<file path="src/rtl/if_prefetch_stage_pkg.sv">
// Shared fetch/decode bus widths, SRAM size encodings and bus layouts.
// Imported by the IF prefetch stage and reusable by the ID/EX stages.
package if_prefetch_stage_pkg;

  localparam int WIDTH_BR_BUS       = 34;
  localparam int WIDTH_FS_TO_DS_BUS = 64;

  localparam logic [1:0] SRAM_SIZE_BYTE = 2'b00;
  localparam logic [1:0] SRAM_SIZE_HALF = 2'b01;
  localparam logic [1:0] SRAM_SIZE_WORD = 2'b10;

  typedef struct packed {
    logic        br_stall;
    logic        br_taken;
    logic [31:0] br_target;
  } br_bus_t;

  typedef struct packed {
    logic [31:0] inst;
    logic [31:0] pc;
  } fs_to_ds_t;

  function automatic logic [31:0] next_seq_pc(input logic [31:0] pc);
    return pc + 32'd4;
  endfunction

endpackage

</file>
<file path="src/rtl/if_prefetch_stage_sync_fifo.sv">
// Small synchronous FIFO with flush; head entry is read combinationally
// from the register array and forced to zero while the FIFO is empty.
module sync_fifo #(
  parameter int WIDTH = 32,
  parameter int DEPTH = 4
) (
  input  logic                       clk,
  input  logic                       resetn,
  input  logic                       i_push,
  input  logic [WIDTH-1:0]           i_push_data,
  input  logic                       i_pop,
  input  logic                       i_flush,
  output logic [WIDTH-1:0]           o_pop_data,
  output logic [$clog2(DEPTH):0]     o_count,
  output logic                       o_full,
  output logic                       o_empty
);

  localparam int AW = (DEPTH > 1) ? $clog2(DEPTH) : 1;
  localparam int CW = $clog2(DEPTH) + 1;

  logic [WIDTH-1:0] r_mem [DEPTH];
  logic [AW-1:0]    r_wr_ptr;
  logic [AW-1:0]    r_rd_ptr;
  logic [CW-1:0]    r_count;
  logic             w_do_push;
  logic             w_do_pop;

  function automatic logic [AW-1:0] ptr_inc(input logic [AW-1:0] p);
    return (p == AW'(DEPTH - 1)) ? '0 : p + AW'(1);
  endfunction

  assign o_count = r_count;
  assign o_full  = (r_count == CW'(DEPTH));
  assign o_empty = (r_count == '0);

  // Flush dominates both push and pop in the same cycle.
  assign w_do_push = i_push && !i_flush && !o_full;
  assign w_do_pop  = i_pop && !i_flush && !o_empty;

  assign o_pop_data = o_empty ? '0 : r_mem[r_rd_ptr];

  always_ff @(posedge clk) begin
    if (w_do_push) begin
      r_mem[r_wr_ptr] <= i_push_data;
    end
  end

  always_ff @(posedge clk) begin
    if (!resetn) begin
      r_wr_ptr <= '0;
      r_rd_ptr <= '0;
      r_count  <= '0;
    end else if (i_flush) begin
      r_wr_ptr <= '0;
      r_rd_ptr <= '0;
      r_count  <= '0;
    end else begin
      if (w_do_push) begin
        r_wr_ptr <= ptr_inc(r_wr_ptr);
      end
      if (w_do_pop) begin
        r_rd_ptr <= ptr_inc(r_rd_ptr);
      end
      case ({w_do_push, w_do_pop})
        2'b10:   r_count <= r_count + CW'(1);
        2'b01:   r_count <= r_count - CW'(1);
        default: ;
      endcase
    end
  end

endmodule

</file>
<file path="src/rtl/if_prefetch_stage.sv">
// Instruction-fetch stage with several fetches in flight and an instruction
// queue feeding decode; redirects flush the queue and squash stale returns.
module if_prefetch_stage
  import if_prefetch_stage_pkg::*;
#(
  parameter int          IQ_DEPTH  = 4,
  parameter int          MAX_OUTST = 2,
  parameter logic [31:0] RESET_PC  = 32'h1C000000
) (
  input  logic                          clk,
  input  logic                          resetn,
  input  logic                          ds_allow_in,
  input  logic [WIDTH_BR_BUS-1:0]       br_bus,
  output logic                          fs_to_ds_valid,
  output logic [WIDTH_FS_TO_DS_BUS-1:0] fs_to_ds_bus,
  output logic                          inst_sram_req,
  output logic                          inst_sram_wr,
  output logic [1:0]                    inst_sram_size,
  output logic [3:0]                    inst_sram_wstrb,
  output logic [31:0]                   inst_sram_addr,
  output logic [31:0]                   inst_sram_wdata,
  input  logic                          inst_sram_addr_ok,
  input  logic                          inst_sram_data_ok,
  input  logic [31:0]                   inst_sram_rdata
);

  localparam int OW   = $clog2(MAX_OUTST) + 1;
  localparam int IQCW = $clog2(IQ_DEPTH) + 1;

  br_bus_t     w_br;
  logic [31:0] r_fetch_pc;
  logic [OW-1:0] r_cancel_cnt;
  logic        r_req_hold;
  logic        r_redir_pending;
  logic [31:0] r_redir_target;

  logic        w_credit;
  logic        w_accept;
  logic        w_return;
  logic        w_drop;
  logic        w_iq_push;
  logic        w_iq_pop;
  logic [IQCW-1:0] w_iq_count;
  logic        w_iq_full;
  logic        w_iq_empty;
  fs_to_ds_t   w_iq_in;
  fs_to_ds_t   w_iq_head;
  logic [31:0] w_ret_pc;
  logic [OW-1:0] w_outst;
  logic        w_pq_full;
  logic        w_pq_empty;

  logic [OW-1:0] w_outst_next;
  logic [OW-1:0] w_cancel_next;
  logic [31:0] w_fetch_pc_next;
  logic        w_redir_pending_next;
  logic [31:0] w_redir_target_next;

  assign w_br = br_bus;

  assign inst_sram_wr    = 1'b0;
  assign inst_sram_size  = SRAM_SIZE_WORD;
  assign inst_sram_wstrb = 4'b0000;
  assign inst_sram_wdata = 32'h0;
  assign inst_sram_addr  = r_fetch_pc;

  // In-flight requests already hold an IQ slot, so the queue can never overflow.
  assign w_credit = resetn && !w_br.br_stall && !w_pq_full
                 && ((32'(w_outst) + 32'(w_iq_count)) < 32'(IQ_DEPTH));

  assign inst_sram_req = r_req_hold || w_credit;
  assign w_accept      = inst_sram_req && inst_sram_addr_ok;
  assign w_return      = inst_sram_data_ok && !w_pq_empty;

  assign w_drop    = w_br.br_taken || (r_cancel_cnt != '0);
  assign w_iq_push = w_return && !w_drop && !w_iq_full;
  assign w_iq_pop  = ds_allow_in && !w_iq_empty && !w_br.br_taken;
  assign w_iq_in   = '{inst: inst_sram_rdata, pc: w_ret_pc};

  assign fs_to_ds_valid = !w_iq_empty;
  assign fs_to_ds_bus   = w_iq_head;

  sync_fifo #(
    .WIDTH (WIDTH_FS_TO_DS_BUS),
    .DEPTH (IQ_DEPTH)
  ) u_iq (
    .clk         (clk),
    .resetn      (resetn),
    .i_push      (w_iq_push),
    .i_push_data (w_iq_in),
    .i_pop       (w_iq_pop),
    .i_flush     (w_br.br_taken),
    .o_pop_data  (w_iq_head),
    .o_count     (w_iq_count),
    .o_full      (w_iq_full),
    .o_empty     (w_iq_empty)
  );

  // PC queue occupancy is the outstanding-request count.
  sync_fifo #(
    .WIDTH (32),
    .DEPTH (MAX_OUTST)
  ) u_pcq (
    .clk         (clk),
    .resetn      (resetn),
    .i_push      (w_accept),
    .i_push_data (r_fetch_pc),
    .i_pop       (w_return),
    .i_flush     (1'b0),
    .o_pop_data  (w_ret_pc),
    .o_count     (w_outst),
    .o_full      (w_pq_full),
    .o_empty     (w_pq_empty)
  );

  always_comb begin
    w_outst_next = w_outst;
    case ({w_accept, w_return})
      2'b10:   w_outst_next = w_outst + OW'(1);
      2'b01:   w_outst_next = w_outst - OW'(1);
      default: ;
    endcase

    w_cancel_next = r_cancel_cnt;
    if (w_br.br_taken) begin
      w_cancel_next = w_outst_next;
    end else begin
      if (w_return && (r_cancel_cnt != '0)) begin
        w_cancel_next = w_cancel_next - OW'(1);
      end
      // The request held across a redirect fetched from the old stream.
      if (w_accept && r_redir_pending) begin
        w_cancel_next = w_cancel_next + OW'(1);
      end
    end
  end

  always_comb begin
    w_fetch_pc_next      = r_fetch_pc;
    w_redir_pending_next = r_redir_pending;
    w_redir_target_next  = r_redir_target;
    if (w_accept) begin
      if (w_br.br_taken) begin
        w_fetch_pc_next = w_br.br_target;
      end else if (r_redir_pending) begin
        w_fetch_pc_next = r_redir_target;
      end else begin
        w_fetch_pc_next = next_seq_pc(r_fetch_pc);
      end
      w_redir_pending_next = 1'b0;
    end else if (w_br.br_taken) begin
      // A pending request must keep its address, so park the target.
      if (inst_sram_req) begin
        w_redir_pending_next = 1'b1;
        w_redir_target_next  = w_br.br_target;
      end else begin
        w_fetch_pc_next = w_br.br_target;
      end
    end
  end

  always_ff @(posedge clk) begin
    if (!resetn) begin
      r_fetch_pc      <= RESET_PC;
      r_cancel_cnt    <= '0;
      r_req_hold      <= 1'b0;
      r_redir_pending <= 1'b0;
      r_redir_target  <= '0;
    end else begin
      r_fetch_pc      <= w_fetch_pc_next;
      r_cancel_cnt    <= w_cancel_next;
      r_req_hold      <= inst_sram_req && !inst_sram_addr_ok;
      r_redir_pending <= w_redir_pending_next;
      r_redir_target  <= w_redir_target_next;
    end
  end

endmodule

</file>
<file path="config.mk">
export PLATFORM = sky130hd
export DESIGN_NAME = if_prefetch_stage
export DESIGN_NICKNAME = d
export VERILOG_FILES = /design/src/rtl/if_prefetch_stage_pkg.sv /design/src/rtl/if_prefetch_stage_sync_fifo.sv /design/src/rtl/if_prefetch_stage.sv
export SDC_FILE = /design/constraint.sdc
export NUM_CORES = 1
export LEC_CHECK = 0
export ABC_AREA = 1
export CAP_MARGIN = 20
export CORE_UTILIZATION = 38
export DETAILED_ROUTE_END_ITERATION = 8
export DONT_BUFFER_PORTS = 1
export PLACE_DENSITY = 0.55
export SLEW_MARGIN = 20
export SYNTH_ARGS = -nofsm -noshare
export SYNTH_HDL_FRONTEND = slang
export SYNTH_SLANG_ARGS = --single-unit
</file>
<file path="constraint.sdc">
create_clock -name clk -period 10.42 [get_ports clk]
set_input_delay 2.084 -clock clk [delete_from_list [all_inputs] [get_ports clk]]
set_output_delay 2.084 -clock clk [all_outputs]
set_load 0.02 [all_outputs]
</file>
==> results.ini, run 1 <==
[status]
status=complete, no violations

[cts]
numClockSinks=402
cts.root.buffer_cell=clkbuf_16
clk_slew_on_worst_s_h_paths_ps=60
cts_setup_buffers=0
cts-htree-levels=2
cts_made_buffers=45
clk_latency_ps=570
clock_tree.buffer_depth=3
hold_buffers=0
ctsResizeCount=0
cts_tree=yes

[placed_design]
dp_cells=2246
place_congestion=0.797
port-buffer-count=0
dp_hpwl_mm=25.8

[route]
dr.pass1.iters=5
initialDrtViolationCount=813
avgViaCountPerCell=4.99
post-route-drc-count=0
routed_length_per_instance_microns=18.1
routed_wirelength_mm=42.2
via_count=11600
ant_nets=0

[cells_and_area]
post_route_cells_drive_above_1_share_pct=7.12
top_library_cells_by_usage_in_the_layout_fill_and_taps_aside=390 x nor2_1, 320 x edfxtp_1, 237 x o21ai_0
final-instance-count-excl-fill=2328
area_growth_synth_to_finish_pct=10.0
sequential_cell_area_sq_mm=0.0113
fillCellCount=4306
mostFrequentLayoutCell=nor2_1
diodes=0
multiInputGateArea_sq_mm=0.00530
design.final.nets=1779

[yosys]
synth-adder-area-share_pct=1.12
synth_top_family_by_area=simple AND/OR/NAND/NOR gates
post_synth_top_area_cell=edfxtp_1
postSynthCellCount=1724
share_of_synthesized_area_occupied_by_flip_flops_and_latches_pct=64.5
synth.area.mux_share_pct=0.0646
synth_seq_cells=402
synth_top_area_share_pct=55.1
synth.avg_cell_area_sq_um=10.1
synth-simple-area-share_pct=15.5
synth_warnings=0
post_synth_instance_area_sq_mm=0.0174
synthXorXnorAreaFrac_pct=0.352
yosys-top-cells-area=edfxtp_1 55%, dfxtp_1 9.4%, nor2_1 8.5%
yosys.cell_types.count=39
share_of_the_synthesized_area_in_compound_gates_ao_oa_aoi_oai_pct=12.3

[floorplan]
ioPinCount=208
dieHeight_microns=216
start_util_pct=38.5
floorplan.rows=78
floorplan.core_area_sq_mm=0.0453
design.die.area_sq_mm=0.0467
horiz_die_dim_microns=216

[setup_path]
timing.critical_path.required_ps=8340
crit_chain=inv_2 > buf_4 > o21ai_0 > a21oi_1
worstPathMaxFanout=73
timing.rr.end=u_iq.r_mem[0][40]$_DFFE_PP_
worstSetupPathType=reg -> out
timing.rr.start=u_pcq.o_count[0]$_SDFFE_PN0P_
timing.reg2reg.setup_slack_ps=7240
cpPeakStageDelay_ps=750
ff_to_ff_path_depth=6
setup.worst_path.start_class=register
worst_ep_arrival_time_ps=3460
slowest_stage=inv_2
endpoint_kind=output pin

[global_route]
grt_pass1_vias=11000
grt_max_degree=74
antenna_violations_before_repair=0
globalRoute.totalOverflow=0
wire_length_of_the_first_global_routing_pass_mm=64.6
global_route_usage_over_all_layers_pct=17.9

[timing]
setup_repair_after_global_routing_missed_its_margin=false
layout_min_cycle_time_ps=5540
finalHoldViolations=0
fin_tns_setup_ps=0
timing_worst_slew_pin_value_ps=1040
finalSetupViolations=0
highest_achievable_clock_rate_mhz=180
finalCritPeriodShare_pct=53.2
fin_skew_ps=16.2
max_slew_headroom_pct=30.6
timing_max_transition_violations_final=0

[min_path]
min-delay-path-class=reg -> reg
worstHoldPathCells=2
whs_endpoint=r_redir_target[12]$_SDFFE_PN0P_
min-delay-start=r_redir_target[12]$_SDFFE_PN0P_

[power_and_ir_drop]
power_switching_share_pct=27.7
p_int_mw=2.90
power-per-cell-area_mw_per_mm2=209
pwr-share-clk_pct=37.4
net-switching-power_mw=1.11
power_share_of_the_sequential_group_pct=49.7
ir_drop_worst_vdd_uv=99.6
p_comb_share_pct=12.9
leakage_nw=6.71

[run]
drv.max_cap_violation_count=0

cell usage after synthesis, drive strengths merged:
cell type,count
xor2,5
nand3,48
clkbuf,50
or2,2
buf,79
conb,2
mux2,1
xnor2,2
a211oi,1
ha,14
o21bai,1
inv,96
nand4,6
fa,1
o211ai,3
edfxtp,320
a21oi,170
o211a,1
dfxtp,82
nand3b,8
nor2,406
nand2,175
o21ai,245
clkinv,2
nor3,4
logic make-up (layout without fill, tap and decap cells):
group / Yosys count / after routing
fa+ha+maj: 15 / 15
xor+xnor: 7 / 7
flops: 402 / 402
mux: 1 / 1
compound gates: 421 / 421
other cells: 2 / 39
simple gates: 649 / 649
buf+inv: 227 / 194
critical path: cells and delay by family (launching register included):
family,cells,cell delay [ps]
AO/OA/AOI/OAI,2,830
buffers and inverters,2,1450
flip-flops,1,540
per-stage QoR:
stage	hold WS [ps]	instance area (sq um)	util, %	setup WS (ps)	power, mW
after floorplan	423	17600	-	4610	2.39
after global placement	430	17800	39.3	5490	2.55
after detailed placement	436	17800	39.3	5450	2.56
after CTS	445	19200	42.4	4820	4.08
after global routing	461	19200	42.4	4650	4.20
final	445	19200	42.4	4880	4.02
flip-flops by register name, summed over array words and instances (netlist names), named ones only:
name / flops
u_iq.o_count: 3
u_pcq.r_rd_ptr: 1
u_pcq.r_mem: 64
u_pcq.o_count: 2
r_redir_pending: 1
r_redir_target: 32
u_pcq.r_wr_ptr: 1
u_iq.r_wr_ptr: 2
inst_sram_addr: 32
u_iq.r_rd_ptr: 2
u_iq.r_mem: 256
r_cancel_cnt: 2
r_req_hold: 1
final cells by class:
type	count	area share (%)
sequential	402	58.7
multi-input combinational	1132	27.6
clock buffer	55	6.07
tap	600	3.91
inverter	98	1.94
clock inverter	27	1.22
timing repair buffer	14	0.548
worst max-delay path by stage:
stage	endpoint	slack (ps)	cells past startpoint	from
final	fs_to_ds_bus[12]	4880	4	register
after global routing	fs_to_ds_bus[11]	4650	4	register
after CTS	fs_to_ds_bus[12]	4820	4	register
after detailed placement	fs_to_ds_bus[12]	5450	4	register
after global placement	fs_to_ds_bus[12]	5490	4	register
after floorplan	u_iq.r_mem[0][0]$_DFFE_PP_	4610	4	inst_sram_data_ok
routing by layer:
| metal | up-vias | global-route usage, % | routed length [microns] |
|---|---|---|---|
| met5 | - | 0 | 0 |
| li1 | 5754 | - | - |
| met2 | 294 | 27.7 | 19100 |
| met3 | 57 | 4.95 | 2950 |
| met1 | 5521 | 24.4 | 19200 |
| met4 | 0 | 5.12 | 953 |
power groups by stage:
stage	Clock [mW]	Combinational [mW]	Sequential, mW
detailed placement	0	0.525	2.03
CTS	1.55	0.528	2.00
global route	1.60	0.589	2.01
global placement	0	0.515	2.03
finish	1.50	0.516	2.00
floorplan	0	0.386	2.00
No activity file was read; power rests on OpenSTA's default activity.
==> inputs of run 2 (changes only) <==
--- a/config.mk
+++ b/config.mk
@@ -5,12 +5,12 @@
 export SDC_FILE = /design/constraint.sdc
 export NUM_CORES = 1
 export LEC_CHECK = 0
-export ABC_AREA = 1
+export ABC_AREA = 0
 export CAP_MARGIN = 20
 export CORE_UTILIZATION = 38
 export DETAILED_ROUTE_END_ITERATION = 8
 export DONT_BUFFER_PORTS = 1
-export PLACE_DENSITY = 0.55
+export PLACE_DENSITY = 0.57
 export SLEW_MARGIN = 20
 export SYNTH_ARGS = -nofsm -noshare
 export SYNTH_HDL_FRONTEND = slang
==> constraint.sdc (replaced) <==
create_clock -name clk -period 4.9 [get_ports clk]
set_input_delay 0.98 -clock clk [delete_from_list [all_inputs] [get_ports clk]]
set_output_delay 0.98 -clock clk [all_outputs]
set_load 0.02 [all_outputs]
==> results.ini, run 2 <==
[cts]
cts_tree=yes
clk_slew_on_worst_s_h_paths_ps=60
cts_setup_buffers=0
ctsResizeCount=0
numClockSinks=402
cts-htree-levels=2
cts_made_buffers=42
clk_latency_ps=550
clock_tree.buffer_depth=3
hold_buffers=0
cts.root.buffer_cell=clkbuf_16

[placed_design]
dp_hpwl_mm=22.3
dp_cells=1668
port-buffer-count=0
place_congestion=0.788

[route]
dr.pass1.iters=5
initialDrtViolationCount=696
avgViaCountPerCell=5.05
routed_wirelength_mm=35.9
ant_nets=0
routed_length_per_instance_microns=20.6
post-route-drc-count=0
via_count=8808

[yosys]
synth_warnings=0
synth_ff_type=edfxtp_1
yosys.cell_types.count=59
yosys-top-cells-area=edfxtp_1 57%, dfxtp_1 9.8%, mux4_2 8.6%
synth.top_cells.by_count=320 x edfxtp_1, 95 x nand2_1, 82 x dfxtp_1
synth.area.mux_share_pct=11.6
postSynthCellCount=1139
share_of_the_synthesized_area_in_compound_gates_ao_oa_aoi_oai_pct=5.19
synth_seq_cells=402
synth.avg_cell_area_sq_um=14.7
synthArstFlopShare_pct=0
synth_top_family_by_area=multiplexers
post_synth_instance_area_sq_mm=0.0168
synth-simple-area-share_pct=9.46
synthXorXnorAreaFrac_pct=1.57
synth_top_area_share_pct=57.3
post_synth_top_area_cell=edfxtp_1
share_of_synthesized_area_occupied_by_flip_flops_and_latches_pct=67.1
post-synth-top-count-cell=edfxtp_1
synth-adder-area-share_pct=1.16
synth_enable_flop_cells=320

[cells_and_area]
area_growth_synth_to_finish_pct=10.3
multiInputGateArea_sq_mm=0.00503
registers.top_by_ff_count=u_iq.r_mem
top_library_cells_by_usage_in_the_layout_fill_and_taps_aside=320 x edfxtp_1, 95 x nand2_1, 78 x dfxtp_1
post_route_cells_drive_above_1_share_pct=14.6
final-instance-count-excl-fill=1745
design.final.nets=1213
diodes=0
sequential_cell_area_sq_mm=0.0113
fillCellCount=3947
biggestRegsByFlops=u_iq.r_mem (256), u_pcq.r_mem (64)
largest_register_ff_count=256
mostFrequentLayoutCell=edfxtp_1

[timing]
finalSetupViolations=0
max_slew_headroom_pct=32.4
timing_max_transition_violations_final=0
timing_worst_slew_pin_value_ps=1010
fin_skew_ps=14.4
finalCritPeriodShare_pct=74.5
layout_min_cycle_time_ps=3650
highest_achievable_clock_rate_mhz=274
setup_repair_after_global_routing_missed_its_margin=false
fin_tns_setup_ps=0
finalHoldViolations=0

[power_and_ir_drop]
power-per-cell-area_mw_per_mm2=443
ir_drop_worst_vdd_uv=214
leakage_nw=5.84

[global_route]
grt_pass1_vias=8998
wire_length_of_the_first_global_routing_pass_mm=55.0
antenna_violations_before_repair=0
global_route_usage_over_all_layers_pct=16.2
grt_max_degree=65
globalRoute.totalOverflow=0

[setup_path]
endpoint_kind=output pin
setup.worst_path.start_class=register
worst_ep_arrival_time_ps=2670
worstSetupPathType=reg -> out
worstPathMaxFanout=33
timing.critical_path.required_ps=3920

[floorplan]
start_util_pct=38.8
floorplan.core_area_sq_mm=0.0433
ioPinCount=208
horiz_die_dim_microns=212
design.die.area_sq_mm=0.0450
floorplan.rows=76
dieHeight_microns=212

[run]
drv.max_cap_violation_count=0

[status]
status=complete, no violations

[min_path]
min-delay-path-class=reg -> reg

==> run 2: worst max-delay path, stage by stage, from the launching register on <==
cell	delay (ps)
dfxtp_4	810
buf_12	370
mux4_2	620
and2_1	260
==> run 2: power by group <==
group	internal, mW	leakage [nW]	switching [mW]
clock network	1.69	0.638	1.31
registers	4.02	3.59	0.228
logic	0.341	1.61	0.607
total	6.05	5.84	2.14
==> run 2: path summary, 6_finish.rpt <==
| kind | from | to | slack (ps) | cells after the start |
|---|---|---|---|---|
| worst max-delay path | register | fs_to_ds_bus[4] | 1250 | 3 |
| worst min-delay path | r_redir_target[19]$_SDFFE_PN0P_ | r_redir_target[19]$_SDFFE_PN0P_ | 450 | 2 |
| worst max register to register | u_pcq.o_count[0]$_SDFFE_PN0P_ | u_iq.r_mem[0][37]$_DFFE_PP_ | 1670 | 7 |
| worst min register to register | r_redir_target[19]$_SDFFE_PN0P_ | r_redir_target[19]$_SDFFE_PN0P_ | 450 | 2 |
==> run 2: cells by family after synthesis <==
group,Yosys count
AND/OR/NAND/NOR,310
multiplexers,113
buffers and inverters,125
flip-flops,402
other,2
XOR/XNOR,30
adder cells (fa/ha/maj),15
AO/OA/AOI/OAI,142
==> run 2: layer usage <==
metal | global-route usage (%) | up-vias | routed length [microns]
met5 | 0 | - | 0
met4 | 4.67 | 0 | 663
met3 | 4.76 | 45 | 2700
met2 | 25.9 | 228 | 16800
met1 | 21.3 | 4380 | 15700
li1 | - | 4155 | -
==> run 2: per-stage QoR <==
stage          util (%)  cell area [sq um]  setup slack (ps)  power (mW)  hold WS (ps)
3_3_place_gp       39.7              17200              1690        5.26           438
4_1_cts            42.7              18500              1170        8.31           451
6_report           42.7              18500              1250        8.20           450
2_1_floorplan         -              16900              1000        5.01           431
3_5_place_dp       39.7              17200              1640        5.29           443
5_1_grt            42.7              18500              1080        8.54           473
==> run 2: cell type report <==
type	instances	area share, %
Sequential cell	402	60.9
Multi-Input combinational cell	649	27.2
Clock buffer	58	6.12
Tap cell	585	3.96
Clock inverter	19	0.887
Timing Repair Buffer	10	0.474
Inverter	22	0.447
==> inputs of run 3 (changes only) <==
==> constraint.sdc (replaced) <==
create_clock -name clk -period 3.35 [get_ports clk]
set_input_delay 0.67 -clock clk [delete_from_list [all_inputs] [get_ports clk]]
set_output_delay 0.67 -clock clk [all_outputs]
set_load 0.02 [all_outputs]
==> results.ini, run 3 (same netlist as run 2, synthesis figures left out) <==
[route]
initialDrtViolationCount=491
dr.pass1.iters=7
routed_wirelength_mm=36.2
via_count=8996
routed_length_per_instance_microns=20.5
ant_nets=0
post-route-drc-count=0
avgViaCountPerCell=5.08

[floorplan]
start_util_pct=38.8
horiz_die_dim_microns=212
design.die.area_sq_mm=0.0450
ioPinCount=208
dieHeight_microns=212
floorplan.rows=76
floorplan.core_area_sq_mm=0.0433

[timing]
setup_repair_after_global_routing_missed_its_margin=false
fin_skew_ps=14.1
finalSetupViolations=0
fin_tns_setup_ps=0
timing_max_transition_violations_final=0
max_slew_headroom_pct=32.1
finalCritPeriodShare_pct=88.2
timing_worst_slew_pin_value_ps=1020
highest_achievable_clock_rate_mhz=339
layout_min_cycle_time_ps=2950
finalHoldViolations=0
min_setup_slack_post_route_ps=397

[cells_and_area]
area_growth_synth_to_finish_pct=11.8
registers.top_by_ff_count=u_iq.r_mem
design.final.nets=1237
sequential_cell_area_sq_mm=0.0113
top_library_cells_by_usage_in_the_layout_fill_and_taps_aside=320 x edfxtp_1, 95 x nand2_1, 78 x dfxtp_1
fillCellCount=3915
post_route_cells_drive_above_1_share_pct=15.5
biggestRegsByFlops=u_iq.r_mem (256), u_pcq.r_mem (64)
multiInputGateArea_sq_mm=0.00503
mostFrequentLayoutCell=edfxtp_1
largest_register_ff_count=256
diodes=0

[global_route]
globalRoute.totalOverflow=0
grt_pass1_vias=9321
grt_max_degree=67
wire_length_of_the_first_global_routing_pass_mm=56.0
grtUsageMet2_pct=25.8
use_met1_pct=22.2
global_route_usage_over_all_layers_pct=16.5
global_route.peak_usage_layer=met2
antenna_violations_before_repair=1
gr-usage-met3_pct=4.70

[setup_path]
timing.critical_path.required_ps=2680
setup.worst_path.start_class=register
endpoint_kind=output pin
worstPathMaxFanout=27
timing.reg2reg.setup_slack_ps=740
worstSetupPathType=reg -> out
worst_ep_arrival_time_ps=2280

[placed_design]
placement.setup.worst_slack_ps=636
dp_hpwl_mm=22.3
port-buffer-count=0
place_congestion=0.790

[cts]
cts_tree=yes
clk_latency_ps=550
clock_tree.buffer_depth=3
hold_buffers=0
numClockSinks=402
ctsResizeCount=0
cts_made_buffers=44
cts.root.buffer_cell=clkbuf_16
cts_setup_buffers=0
clk_slew_on_worst_s_h_paths_ps=60
cts-htree-levels=2

[min_path]
min-delay-path-class=in -> reg

[status]
status=complete, no violations

[run]
drv.max_cap_violation_count=0

[power_and_ir_drop]
ir_drop_worst_vdd_uv=351
power-per-cell-area_mw_per_mm2=642
leakage_nw=5.98

run 3: changes by cell type in the layout (fill, tap and decap cells not counted), moves of 2 or more:
cell       delta
clkbuf_16     +3
buf_4        +15
clkinv_2      -3
buf_12        +7
inv_16        -2
clkinv_1     +10
run 3: area by class of cell:
class	count	share of cell area, %
Sequential cell	402	60.1
Multi-Input combinational cell	649	26.8
Clock buffer	59	6.34
Tap cell	585	3.90
Timing Repair Buffer	32	1.82
Clock inverter	21	0.607
Inverter	22	0.440
run 3: report_power, final:
group	leakage [nW]	total (mW)	switching [mW]	internal [mW]
Sequential	3.59	6.16	0.276	5.88
Combinational	1.74	1.47	0.936	0.533
Clock	0.639	4.40	1.85	2.55
run 3: per-stage QoR:
step | util [%] | power, mW | hold slack, ps | std cells | cell area, sq um
floorplan | - | 7.32 | 431 | 1176 | 16900
finish | 43.3 | 12.0 | 221 | 1770 | 18700
CTS | 43.3 | 12.2 | 171 | 1770 | 18700
global route | 43.3 | 12.6 | 180 | 1770 | 18700
global placement | 40.3 | 7.73 | 438 | 1690 | 17400
detailed placement | 40.3 | 7.76 | 444 | 1690 | 17400
run 3: worst paths after layout:
path                                                       from                               to  cells past startpoint
worst min register to register  r_redir_target[15]$_SDFFE_PN0P_  r_redir_target[15]$_SDFFE_PN0P_                      2
worst max-delay path                                   register                 fs_to_ds_bus[14]                      3
worst max register to register    u_pcq.o_count[0]$_SDFFE_PN0P_      u_pcq.r_mem[1][7]$_DFFE_PP_                      9
worst min-delay path                        inst_sram_rdata[24]      u_iq.r_mem[0][56]$_DFFE_PP_                      0
run 3: metal layers:
layer  vias up  wire, microns
met5         -              0
met3        45           2620
met1      4501          16300
met2       253          16700
met4         0            616
li1       4197              -
run 3: critical path: stages, from the launching register on:
cell and delay (ps):
dfxtp_4 570, buf_12 290, mux4_2 600, and2_1 260
